--- src/rtl/sync_fifo_pkg.sv ---
// Shared defaults and helpers for the single-clock level-reporting FIFO.
package sync_fifo_pkg;

    localparam int DSIZE_DEF = 8;
    localparam int ASIZE_DEF = 4;

    // Number of storage entries for a given address width.
    function automatic int fifo_depth(input int asize);
        return 32'sd1 << asize;
    endfunction

endpackage

--- src/rtl/sync_fifo_mem.sv ---
// Storage array for sync_fifo_lvl: one write port and one registered read
// port. The array itself is not reset; only the read register is.
module sync_fifo_mem
    import sync_fifo_pkg::*;
#(
    parameter int DSIZE = DSIZE_DEF,
    parameter int ASIZE = ASIZE_DEF
) (
    input  logic             clk,
    input  logic             rst_n,
    input  logic             we,
    input  logic [ASIZE-1:0] waddr,
    input  logic [DSIZE-1:0] wdata,
    input  logic             re,
    input  logic [ASIZE-1:0] raddr,
    output logic [DSIZE-1:0] rdata
);

    localparam int DEPTH = fifo_depth(ASIZE);

    logic [DSIZE-1:0] mem_q [DEPTH];
    logic [DSIZE-1:0] rdata_q;

    // Store the incoming word on an accepted write.
    always_ff @(posedge clk) begin
        if (we) begin
            mem_q[waddr] <= wdata;
        end
    end

    // Registered read port: load on re, hold otherwise, clear on reset.
    always_ff @(posedge clk) begin
        if (!rst_n) begin
            rdata_q <= {DSIZE{1'b0}};
        end else if (re) begin
            rdata_q <= mem_q[raddr];
        end else begin
            rdata_q <= rdata_q;
        end
    end

    assign rdata = rdata_q;

endmodule

--- src/rtl/sync_fifo_lvl.sv ---
// Single-clock FIFO with fill level, almost-full/almost-empty thresholds,
// sticky overflow/underflow flags and a registered read port with valid.
// Optional build macro SYNC_FIFO_PEAK_EN adds a peak_level high-water mark.
module sync_fifo_lvl
    import sync_fifo_pkg::*;
#(
    parameter int DSIZE = DSIZE_DEF,
    parameter int ASIZE = ASIZE_DEF
) (
    input  logic             clk,
    input  logic             rst_n,
    input  logic [DSIZE-1:0] wdata,
    input  logic             winc,
    output logic             wfull,
    output logic             walmost_full,
    input  logic             rinc,
    output logic [DSIZE-1:0] rdata,
    output logic             rvalid,
    output logic             rempty,
    output logic             ralmost_empty,
    input  logic [ASIZE:0]   af_thresh,
    input  logic [ASIZE:0]   ae_thresh,
    output logic [ASIZE:0]   level,
    output logic             ovf,
    output logic             udf,
`ifdef SYNC_FIFO_PEAK_EN
    output logic [ASIZE:0]   peak_level,
`endif
    input  logic             err_clr
);

    localparam int             DEPTH   = fifo_depth(ASIZE);
    localparam logic [ASIZE:0] DEPTH_L = (ASIZE+1)'(DEPTH);
    localparam logic [ASIZE:0] ONE_L   = (ASIZE+1)'(1);

    logic [ASIZE-1:0] waddr_q, waddr_d;
    logic [ASIZE-1:0] raddr_q, raddr_d;
    logic [ASIZE:0]   level_q, level_d;
    logic             ovf_q, ovf_d;
    logic             udf_q, udf_d;
    logic             rvalid_q;
    logic             wfull_s, rempty_s;
    logic             wr_ok_s, rd_ok_s;

    // Status flags are straight decodes of the level register.
    always_comb begin
        wfull_s       = (level_q == DEPTH_L);
        rempty_s      = (level_q == {(ASIZE+1){1'b0}});
        walmost_full  = (level_q >= af_thresh);
        ralmost_empty = (level_q <= ae_thresh);
    end

    // Accept decisions, pointer/level next state and sticky error next state.
    always_comb begin
        wr_ok_s = winc & ~wfull_s;
        rd_ok_s = rinc & ~rempty_s;

        if (wr_ok_s) begin
            waddr_d = waddr_q + {{(ASIZE-1){1'b0}}, 1'b1};
        end else begin
            waddr_d = waddr_q;
        end

        if (rd_ok_s) begin
            raddr_d = raddr_q + {{(ASIZE-1){1'b0}}, 1'b1};
        end else begin
            raddr_d = raddr_q;
        end

        case ({wr_ok_s, rd_ok_s})
            2'b10:   level_d = level_q + ONE_L;
            2'b01:   level_d = level_q - ONE_L;
            default: level_d = level_q;
        endcase

        // A set condition outranks a simultaneous clear.
        if (winc & wfull_s) begin
            ovf_d = 1'b1;
        end else if (err_clr) begin
            ovf_d = 1'b0;
        end else begin
            ovf_d = ovf_q;
        end

        if (rinc & rempty_s) begin
            udf_d = 1'b1;
        end else if (err_clr) begin
            udf_d = 1'b0;
        end else begin
            udf_d = udf_q;
        end
    end

    // Pointer, level, error and read-valid registers.
    always_ff @(posedge clk) begin
        if (!rst_n) begin
            waddr_q  <= {ASIZE{1'b0}};
            raddr_q  <= {ASIZE{1'b0}};
            level_q  <= {(ASIZE+1){1'b0}};
            ovf_q    <= 1'b0;
            udf_q    <= 1'b0;
            rvalid_q <= 1'b0;
        end else begin
            waddr_q  <= waddr_d;
            raddr_q  <= raddr_d;
            level_q  <= level_d;
            ovf_q    <= ovf_d;
            udf_q    <= udf_d;
            rvalid_q <= rd_ok_s;
        end
    end

    // Memory accesses are suppressed during reset so reset-cycle requests vanish.
    sync_fifo_mem #(
        .DSIZE (DSIZE),
        .ASIZE (ASIZE)
    ) u_mem (
        .clk   (clk),
        .rst_n (rst_n),
        .we    (wr_ok_s & rst_n),
        .waddr (waddr_q),
        .wdata (wdata),
        .re    (rd_ok_s & rst_n),
        .raddr (raddr_q),
        .rdata (rdata)
    );

`ifdef SYNC_FIFO_PEAK_EN
    logic [ASIZE:0] peak_q, peak_d;

    // High-water mark follows the level as it becomes visible; clear restarts it.
    always_comb begin
        if (err_clr) begin
            peak_d = level_d;
        end else if (level_d > peak_q) begin
            peak_d = level_d;
        end else begin
            peak_d = peak_q;
        end
    end

    // Peak register.
    always_ff @(posedge clk) begin
        if (!rst_n) begin
            peak_q <= {(ASIZE+1){1'b0}};
        end else begin
            peak_q <= peak_d;
        end
    end

    assign peak_level = peak_q;
`endif

    assign wfull  = wfull_s;
    assign rempty = rempty_s;
    assign level  = level_q;
    assign ovf    = ovf_q;
    assign udf    = udf_q;
    assign rvalid = rvalid_q;

endmodule

--- config.mk ---
export PLATFORM = sky130hd
export DESIGN_NAME = sync_fifo_lvl
export DESIGN_NICKNAME = d
export VERILOG_FILES = /design/src/rtl/sync_fifo_pkg.sv /design/src/rtl/sync_fifo_mem.sv /design/src/rtl/sync_fifo_lvl.sv
export SDC_FILE = /design/constraint.sdc
export NUM_CORES = 1
export LEC_CHECK = 0
export ABC_AREA = 1
export CAP_MARGIN = 0
export CORE_ASPECT_RATIO = 0.7
export CORE_MARGIN = 2
export CORE_UTILIZATION = 38
export CTS_CLUSTER_SIZE = 16
export DETAILED_ROUTE_END_ITERATION = 12
export GPL_TIMING_DRIVEN = 0
export PLACE_DENSITY = 0.53
export SLEW_MARGIN = 20
export SYNTH_ARGS = -nofsm -noshare
export SYNTH_HDL_FRONTEND = slang
export SYNTH_SLANG_ARGS = --single-unit
--- constraint.sdc ---
create_clock -name clk -period 2.4 [get_ports clk]
set_input_delay 0.48 -clock clk [delete_from_list [all_inputs] [get_ports clk]]
set_output_delay 0.48 -clock clk [all_outputs]
set_load 0.1 [all_outputs]
Yosys cells after proc, flatten, opt, wreduce, memory -nomap -nowiden:

Memories as Yosys holds them, arrays and structs flattened. A register that Yosys moved wholly into a read port is not among the register bits.
Cells that the tools add are included.

* register bits after elaboration: 16
* RAM bits: 128
* output and inout bits: 20
* word-level logic and storage cells: 35
* memories kept: 1

Memories
* u_mem.mem_q: depth 16, bits a word 8, rd ports 1, clocked after Yosys merged registers in 1, write ports 1, line sync_fifo_mem.sv:21 `logic [DSIZE-1:0] mem_q [DEPTH];`

* $add $sub $neg: 4
* order comparisons: 2
* equality and inequality tests: 3
* mux-type cells: 6
* bitwise logic cells: 8
* reduce and logical (&&, ||, !) cells: 5

Operator list (number)
* $pmux 5 s2: 1
* $add 4x1->4 const B: 2
* $and 1x1->1: 6
* $reduce_bool 2->1: 3
* $add 5x1->5 const B: 1
* $eq 5x5->1 const B: 1
* $ge 5x5->1: 1
* $le 5x5->1: 1
* $logic_not 5->1: 1
* $mux 1: 5
* $sub 5x1->5 const B: 1
* $eq 2x1->1 const B: 1
* $eq 2x2->1 const B: 1
* $not 1->1: 2
* $logic_not 1->1: 1

Logic depth before layout (Yosys ltp):

Gate-level depths: netlist of the first run.

* depth after elaboration: 6
* mapped depth: 15

Hierarchy:

Synthesis of the first run repeated with hierarchy kept, for this count alone.

* cells, all modules: 648
* area, all modules: 6702.7 um^2

By module, submodules not included
* sync_fifo_mem: times used 1, cells each 492, area each 5576.6 um^2, sequential area each 4003.8 um^2
* sync_fifo_lvl: times used 1, cells each 156, area each 1126.1 um^2, sequential area each 320.3 um^2

Least setup slack after synthesis of the first run:

No wires, ideal clock.

* path kind: register to output
* start point: register level_q[0] (netlist: level[0])
* end point: output port walmost_full
* data arrival time: 3211 ps
* required time: 1920 ps
* setup slack: -1291 ps
* cell stages (with the launch flop): 9
* buffers on the path: 0
* cells stage by stage: dfxtp_1 > inv_1 > ha_1 > o21ai_0 > nand2_1 > nand2_1 > nand2_1 > a21oi_1 > o21bai_1

* word-level cells in the longest chain between the ends: 1

Ends and longest elaborated chain
* start, declared: line sync_fifo_lvl.sv:38 `logic [ASIZE:0] level_q, level_d;`
* start signal, assigned: line sync_fifo_lvl.sv:99 `level_q <= {(ASIZE+1){1'b0}};`
* start signal, assigned: line sync_fifo_lvl.sv:106 `level_q <= level_d;`
* $ge 5x5->1: line sync_fifo_lvl.sv:49 `walmost_full = (level_q >= af_thresh);`
* end, declared: line sync_fifo_lvl.sv:15 `output logic walmost_full,`

Every way passes these cells.

Worst setup path after layout of the first run:

* start point: input port af_thresh[0]
* end point: output port walmost_full

* word-level cells in the longest chain between the ends: 1

Ends and longest elaborated chain
* start, declared: line sync_fifo_lvl.sv:21 `input logic [ASIZE:0] af_thresh,`
* $ge 5x5->1: line sync_fifo_lvl.sv:49

Every way passes these cells.

==> summary.md, run 1 <==
| Metric | Value |
|---|---|
| Category of the worst setup path capture point | `primary output` |
| Number of global-route vias before repair | `~5,000` |
| Reported leakage power | `between 3 and 4 nW` |
| Global placer's final weighted congestion | `about 0.85` |
| Launching point of the worst reg2reg path | `level[0]$_SDFFE_PN0P_` |
| Final-report setup violation count | `0` |
| Count of unique library cells instantiated by Yosys | `26` |
| Initial Util | `0.3859` |
| Total die area | `0.01935 mm2` |
| Gate count after technology mapping | `roughly 720` |
| Total routing resource utilization after global routing | `0.2131` |
| Path type of the worst min-delay path | `reg -> reg` |
| RSZ-0062 raised after global routing | `yes` |
| Worst-margin pin slew | `~0.97 ns` |
| CTS tree | `yes` |
| Worst slack on hold paths | `0.4668 ns` |
| IO Port Bufs | `42` |
| Layout cells sized above 1 | `0.1245` |
| Residual antenna-violating net count after detailed routing | `0` |
| Number of vias in the routed layout | `a little over 5,000` |
| Row count | `~40` |
| Standard cell core area | `0.01795 mm2` |
| Average vias per placed instance | `4.950` |
| Final hold viol count | `0` |
| Hold Path Cell Cnt | `2` |
| CTS clk-pin slew, worst paths | `approximately 0.060 ns` |
| Clk sink count | `152` |
| Maximum number of buffers from clock root to sink | `2` |
| Worst Path Arrival | `1.90 ns` |
| Number of cells on the worst reg-to-reg path | `6` |
| Non-filler cells in the finished layout | `roughly 1,000` |
| Worst-path fanout max | `1` |
| Half-perimeter wire length of the detailed placement result | `roughly 14,000 um` |
| Area delta synth->final | `21.80%` |
| Maxcap violations | `0` |
| Die span in y | `approximately 120 um` |
| Number of fill cells in the layout | `1,715` |
| Cell Pwr Density | `between 1000 and 1500 mW/mm2` |
| Post-DP Area | `about 0.0077 mm2` |
| Wire length of the first global-routing pass | `approximately 29,000 um` |
| TritonCTS buffer count | `17` |
| Sequential-to-total area share from yosys stat | `0.6242` |
| Sum of negative setup slack | `0 ns` |
| Most frequent cell after synthesis | `sky130_fd_sc_hd__nand2_1` |
| IO Count | `43` |
| Capture point of the worst path | `walmost_full` |
| Maximum number of pins on one net before global-route repair | `20` |
| Post-synthesis average cell area | `9.609 um2` |
| Root buffer cell | `sky130_fd_sc_hd__clkbuf_16` |
| Count of flip-flops with a built-in enable after synthesis | `between 100 and 150` |
| Fraction of registers with async set or reset after synthesis | `0` |
| Syn Std Cell Area | `between 0.006 and 0.007 mm2` |
| Largest clock skew in the final design | `~0.015 ns` |
| Insertion delay to the later sink of the worst-skew pair | `roughly 0.43 ns` |
| Outcome | `finished clean` |
| Top area cells in the synthesized netlist | `sky130_fd_sc_hd__edfxtp_1 55%, sky130_fd_sc_hd__nand2_1 13%, sky130_fd_sc_hd__nand3_1 7.3%, sky130_fd_sc_hd__dfxtp_1 6.9%, sky130_fd_sc_hd__inv_1 5.7%` |
| Share of the synthesized area in the top cell type | `0.5548` |
| FF+latch count, synth | `152` |
| Worst-case register-to-register setup slack | `0.04 ns` |
| Worst max-slew margin expressed relative to the limit | `0.3506` |
| Routed wire per std cell | `approximately 19 um` |
| FMAX | `between 400 and 500 MHz` |
| Summed area of non-filler cells in the final layout | `between 0.008 and 0.009 mm2` |
| Total Routed Length | `roughly 19,000 um` |
| Final period util | `0.9913` |
| Maximum resistive drop on vdd | `between 0.8 and 0.9 mV` |
| Violation count after the first detailed-route iteration | `around 540` |
| Setup CP Type | `in -> out` |
| Number of nets in the layout | `~820` |
| First-pass iteration count of the detailed router | `6` |
| Cells after DPL | `about 1,000` |
| Cell types with the highest counts after synthesis | `248 x sky130_fd_sc_hd__nand2_1, 128 x sky130_fd_sc_hd__edfxtp_1, 105 x sky130_fd_sc_hd__inv_1` |
| Deepest level of the CTS H-tree | `4` |
| Die X-Extent | `about 170 um` |
| Critical Path Start | `af_thresh[0]` |
| Antenna violations before repair | `0` |
| Data required time of the critical path | `roughly 1.9 ns` |
| Kind of launch point of the worst setup path | `input pin` |
| Cell accounting for the most synthesized area | `sky130_fd_sc_hd__edfxtp_1` |
| Number of hold buffers added after cts | `0` |
| Global route overflow | `0` |
| Most used flip-flop cell after synthesis | `sky130_fd_sc_hd__edfxtp_1` |
| Yosys synthesis warning count | `0` |
| Max Transition Viols Final | `0` |
| Minimum period implied by the final worst setup slack | `approximately 2.4 ns` |
| Final routed DRC violation total | `0` |
| Mapped Nets | `roughly 760` |
| Worst reg2reg path endpoint | `u_mem.mem_q[8][1]$_DFFE_PP_` |
==> registers in the layout, indices dropped and copies added, names as in the netlist <==
| signal | flops |
|---|---|
| level | 5 |
| ovf | 1 |
| raddr_q | 4 |
| rvalid | 1 |
| u_mem.mem_q | 128 |
| u_mem.rdata | 8 |
| udf | 1 |
| waddr_q | 4 |
==> per-stage QoR <==
stage / setup WS [ns] / power (mW) / utilization
after floorplan: 0.05653 / 5.821 / -
after global placement: -0.9635 / 6.832 / 0.4276
after detailed placement: -0.9652 / 6.883 / 0.4276
after CTS: -0.1553 / 9.496 / 0.4640
after global routing: -0.1134 / 10.08 / 0.4698
final: 0.02080 / 9.588 / 0.4700
==> placed cells by master, fill, tap and decap left out, drive strengths merged, types with 3 or more instances in the layout <==
master         synthesis  final
nand2                251    251
o21ai                  8      8
buf                   25     28
a21oi                 16     16
clkdlybuf4s50          0     26
nand3                101    101
nor2                  21     21
clkbuf                 2     21
ha                    19     19
clkinv                 3      9
xor2                   4      4
dfxtp                 24     24
inv                  109    109
dlygate4sd2            0      6
edfxtp               128    128
dlymetal6s2s           0      6
o21bai                 3      3
clkinvlp               0      4
==> cells by family (layout without fill, tap and decap cells) <==
family	Yosys count	in the layout	synth area share
simple gates	376	376	0.2254
flops	152	152	0.6242
buf+inv	139	213	0.08615
compound gates	30	30	0.02366
fa+ha+maj	19	19	0.03431
xor+xnor	5	5	0.006321
other cells	0	1	0
==> repair_timing <==
action	4_1_cts	5_1_grt
gates resized for setup	51	24
pin swaps	5	10
setup buffers	0	1
hold endpoints to repair	0	0
endpoints found under the setup margin	107	57
==> routing by layer <==
layer / vias to the layer above / track usage / wire length [um]
met3: 20 / 0.05462 / 1541
met4: 0 / 0.05632 / 180
met2: 186 / 0.2986 / 7639
li1: 2457 / - / -
met1: 2445 / 0.3267 / 9838
met5: - / 0 / 0
==> cell type report <==
| type | instances | area, um2 | area share |
|---|---|---|---|
| Antenna cell | 1 | 2.502 | 0.0002966 |
| Buffer | 26 | 172.7 | 0.02046 |
| Clock buffer | 20 | 436.7 | 0.05175 |
| Clock inverter | 12 | 128.9 | 0.01527 |
| Inverter | 112 | 424.2 | 0.05027 |
| Multi-Input combinational cell | 430 | 2181 | 0.2585 |
| Sequential cell | 152 | 4335 | 0.5138 |
| Tap cell | 236 | 295.3 | 0.03499 |
| Timing Repair Buffer | 43 | 461.7 | 0.05472 |
==> worst min-delay path by stage <==
stage                                        from                 endpoint  slack (ns)
after global routing             udf$_SDFFE_PN0P_         udf$_SDFFE_PN0P_        0.50
after detailed placement         ovf$_SDFFE_PN0P_         ovf$_SDFFE_PN0P_        0.46
after floorplan           waddr_q[3]$_SDFFE_PN0P_  waddr_q[3]$_SDFFE_PN0P_        0.47
after global placement           udf$_SDFFE_PN0P_         udf$_SDFFE_PN0P_        0.46
final                            ovf$_SDFFE_PN0P_         ovf$_SDFFE_PN0P_        0.47
after CTS                        ovf$_SDFFE_PN0P_         ovf$_SDFFE_PN0P_        0.47
==> critical path, cell delays in order <==
cell	delay, ns
sky130_fd_sc_hd__clkdlybuf4s50_1	0.51
sky130_fd_sc_hd__ha_4	0.22
sky130_fd_sc_hd__o21ai_2	0.10
sky130_fd_sc_hd__nand2_1	0.06
sky130_fd_sc_hd__nand2_1	0.05
sky130_fd_sc_hd__nand2_1	0.06
sky130_fd_sc_hd__a21oi_2	0.18
sky130_fd_sc_hd__o21bai_4	0.08
sky130_fd_sc_hd__buf_12	0.16
==> power breakdown <==
group	switching [mW]	internal, mW	leakage (nW)
clock	1.06	1.53	0.270
combinational	2.75	1.04	2.03
sequential	0.166	3.04	1.35
total	3.98	5.61	3.65
Note: power is estimated with default switching activity, not from simulation.
==> inputs of run 2 (changes only) <==
--- a/config.mk
+++ b/config.mk
@@ -8,12 +8,10 @@
 export ABC_AREA = 1
 export CAP_MARGIN = 0
 export CORE_ASPECT_RATIO = 0.7
-export CORE_MARGIN = 2
 export CORE_UTILIZATION = 38
 export CTS_CLUSTER_SIZE = 16
 export DETAILED_ROUTE_END_ITERATION = 12
 export GPL_TIMING_DRIVEN = 0
-export PLACE_DENSITY = 0.53
 export SLEW_MARGIN = 20
 export SYNTH_ARGS = -nofsm -noshare
 export SYNTH_HDL_FRONTEND = slang
==> run 2 against run 1 <==
The run now ends with negative setup slack left. Total power barely moved. Global-route usage decreased by 0.51 points. Utilization grew 0.77 points. Sequential power barely moved. Clock skew shrank 0.0075 ns. Combinational power is essentially flat. Hold slack improved by 0.0044 ns. First-iteration DRC count grew 12%. Via count fell by 1.4%. Critical path type is now in -> reg. Critical endpoint is now u_mem.mem_q[10][3]$_DFFE_PP_. Largest cell class unchanged.
==> summary.md, run 2 (synthesized netlist as in run 1, its figures left out) <==
| Metric | Value |
|---|---|
| Cell Pwr Density | `~1100 mW/mm2` |
| Worst-path fanout max | `10` |
| Minimum period implied by the final worst setup slack | `2.455 ns` |
| Global route overflow | `0` |
| Root buffer cell | `sky130_fd_sc_hd__clkbuf_16` |
| Max Transition Viols Final | `0` |
| First-pass iteration count of the detailed router | `5` |
| Clk sink count | `roughly 150` |
| Number of hold buffers added after cts | `0` |
| Total die area | `0.01878 mm2` |
| IO Port Bufs | `42` |
| Reported leakage power | `~3.7 nW` |
| Number of global-route vias before repair | `roughly 4,800` |
| Final hold viol count | `0` |
| Row count | `40` |
| Initial Util | `0.3955` |
| Leading cell types in the layout, fill and taps excluded | `248 x sky130_fd_sc_hd__nand2_1, 128 x sky130_fd_sc_hd__edfxtp_1, 103 x sky130_fd_sc_hd__inv_1` |
| Number of nets in the layout | `~830` |
| Maximum number of pins on one net before global-route repair | `17` |
| Violated checks | `negative setup slack` |
| Number of fill cells in the layout | `1,696` |
| Largest clock skew in the final design | `a little under 0.008 ns` |
| Critical Path, Cell by Cell | `clkdlybuf4s50_1 > buf_2 > clkbuf_1 > nand3_1 > nor2_1` |
| Critical Path Max Stage Delay | `0.65 ns` |
| Max stage delay cell, worst path | `sky130_fd_sc_hd__nor2_1` |
| Outcome | `finished with violations` |
| Largest reg by FF count | `u_mem.mem_q` |
| Area delta synth->final | `20.77%` |
| Final-report setup violation count | `34` |
| Maximum number of buffers from clock root to sink | `2` |
| Total Routed Length | `18,360 um` |
| Die X-Extent | `between 150 and 200 um` |
| Worst-margin pin slew | `between 0.9 and 1 ns` |
| Residual antenna-violating net count after detailed routing | `0` |
| Worst max-slew margin expressed relative to the limit | `0.3438` |
| CTS clk-pin slew, worst paths | `roughly 0.060 ns` |
| Number of vias in the routed layout | `5,037` |
| Setup CP Type | `in -> reg` |
| FMAX | `407.4 MHz` |
| Layout cells sized above 1 | `0.1193` |
| Worst setup slack before clock tree synthesis | `-0.9252 ns` |
| Deepest level of the CTS H-tree | `4` |
| Final routed DRC violation total | `0` |
| Inserted Diodes | `0` |
| Average vias per placed instance | `a little under 5` |
| Most common cell after layout, fill and taps aside | `sky130_fd_sc_hd__nand2_1` |
| TritonCTS buffer count | `17` |
| Standard cell core area | `about 0.018 mm2` |
| Maxcap violations | `0` |
| RSZ-0062 raised after global routing | `yes` |
| Footprint of the flip-flops and latches | `0.004333 mm2` |
| Kind of launch point of the worst setup path | `input pin` |
| Category of the worst setup path capture point | `register` |
| Path type of the worst min-delay path | `reg -> reg` |
| Pwr Total | `9.592 mW` |
| Worst slack on hold paths | `~0.47 ns` |
| Insertion delay to the later sink of the worst-skew pair | `around 0.42 ns` |
| Maximum resistive drop on vdd | `a little under 0.7 mV` |
| Routed wire per std cell | `17.88 um` |
| Wire length of the first global-routing pass | `around 28,000 um` |
| Post-layout worst setup margin | `-0.05457 ns` |
| Combined area of the multi-input logic cells | `~0.0021 mm2` |
| Total routing resource utilization after global routing | `0.2080` |
| Data required time of the critical path | `around 2.4 ns` |
| Final period util | `1.023` |
| CTS tree | `yes` |
| Utilization after layout | `0.4776` |
| Antenna violations before repair | `0` |
| Largest register FFs | `around 130` |
| Violation count after the first detailed-route iteration | `605` |
| Worst Path Arrival | `~2.5 ns` |
| IO Count | `43` |
| Die span in y | `roughly 110 um` |
| Global placer's final weighted congestion | `about 0.96` |
| Half-perimeter wire length of the detailed placement result | `roughly 13,000 um` |
run 2: cell types whose count changed in the layout (fill, tap and decap cells not counted), moves of 2 or more:
cell                              delta
sky130_fd_sc_hd__clkinvlp_4          +3
sky130_fd_sc_hd__dlygate4sd2_1       +2
sky130_fd_sc_hd__nor2_1              +2
sky130_fd_sc_hd__ha_4                -2
sky130_fd_sc_hd__nor2_4              -6
sky130_fd_sc_hd__clkdlybuf4s50_1     -2
sky130_fd_sc_hd__nor2_2              +4
run 2: final timing paths:
kind	start	to	slack (ns)	cells after the start
max	rst_n	u_mem.mem_q[10][3]$_DFFE_PP_	-0.05	5
min	udf$_SDFFE_PN0P_	udf$_SDFFE_PN0P_	0.47	2
min reg2reg	udf$_SDFFE_PN0P_	udf$_SDFFE_PN0P_	0.47	2
max reg2reg	level[0]$_SDFFE_PN0P_	level[4]$_SDFFE_PN0P_	0.09	15
run 2: what timing repair did:
| item | 4_1_cts | 5_1_grt |
|---|---|---|
| endpoints found under the setup margin | 76 | 89 |
| pin swaps | 5 | 9 |
| setup buffers | 0 | 2 |
| resized for setup | 39 | 26 |
run 2: routing by layer:
| metal | global-route usage | up-vias | wire length [um] |
|---|---|---|---|
| met5 | 0 | - | 0 |
| li1 | - | 2462 | - |
| met1 | 0.3181 | 2396 | 9140 |
| met3 | 0.05447 | 13 | 1685 |
| met2 | 0.2864 | 166 | 7384 |
| met4 | 0.05670 | 0 | 149 |
run 2: stage by stage:
step,TNS [ns],std cells,area (um2)
after global routing,-7.690,1027,8367
after detailed placement,-52.28,994,7671
after CTS,-5.510,1025,8257
final,-1.008,1027,8367
after global placement,-47.31,994,7671
after floorplan,0,721,6962
run 2: layout make-up:
type / instances / share of cell area
plain buffers: 27 / 0.02109
clock buffers: 18 / 0.05129
clock inverters: 13 / 0.01585
inverters: 112 / 0.05070
multi-input cells: 430 / 0.2529
flip-flops and latches: 152 / 0.5179
well taps: 231 / 0.03454
repair buffers: 44 / 0.05578
run 2: power breakdown:
part | switching (mW) | total (mW) | internal, mW
Clock | 1.07 | 2.59 | 1.51
Combinational | 2.80 | 3.82 | 1.02
Sequential | 0.148 | 3.18 | 3.03
Total | 4.02 | 9.59 | 5.57
run 2: critical path, delay by kind of cell:
family	cells	cell delay [ns]
buf+inv	3	1.07
simple gates	2	0.94
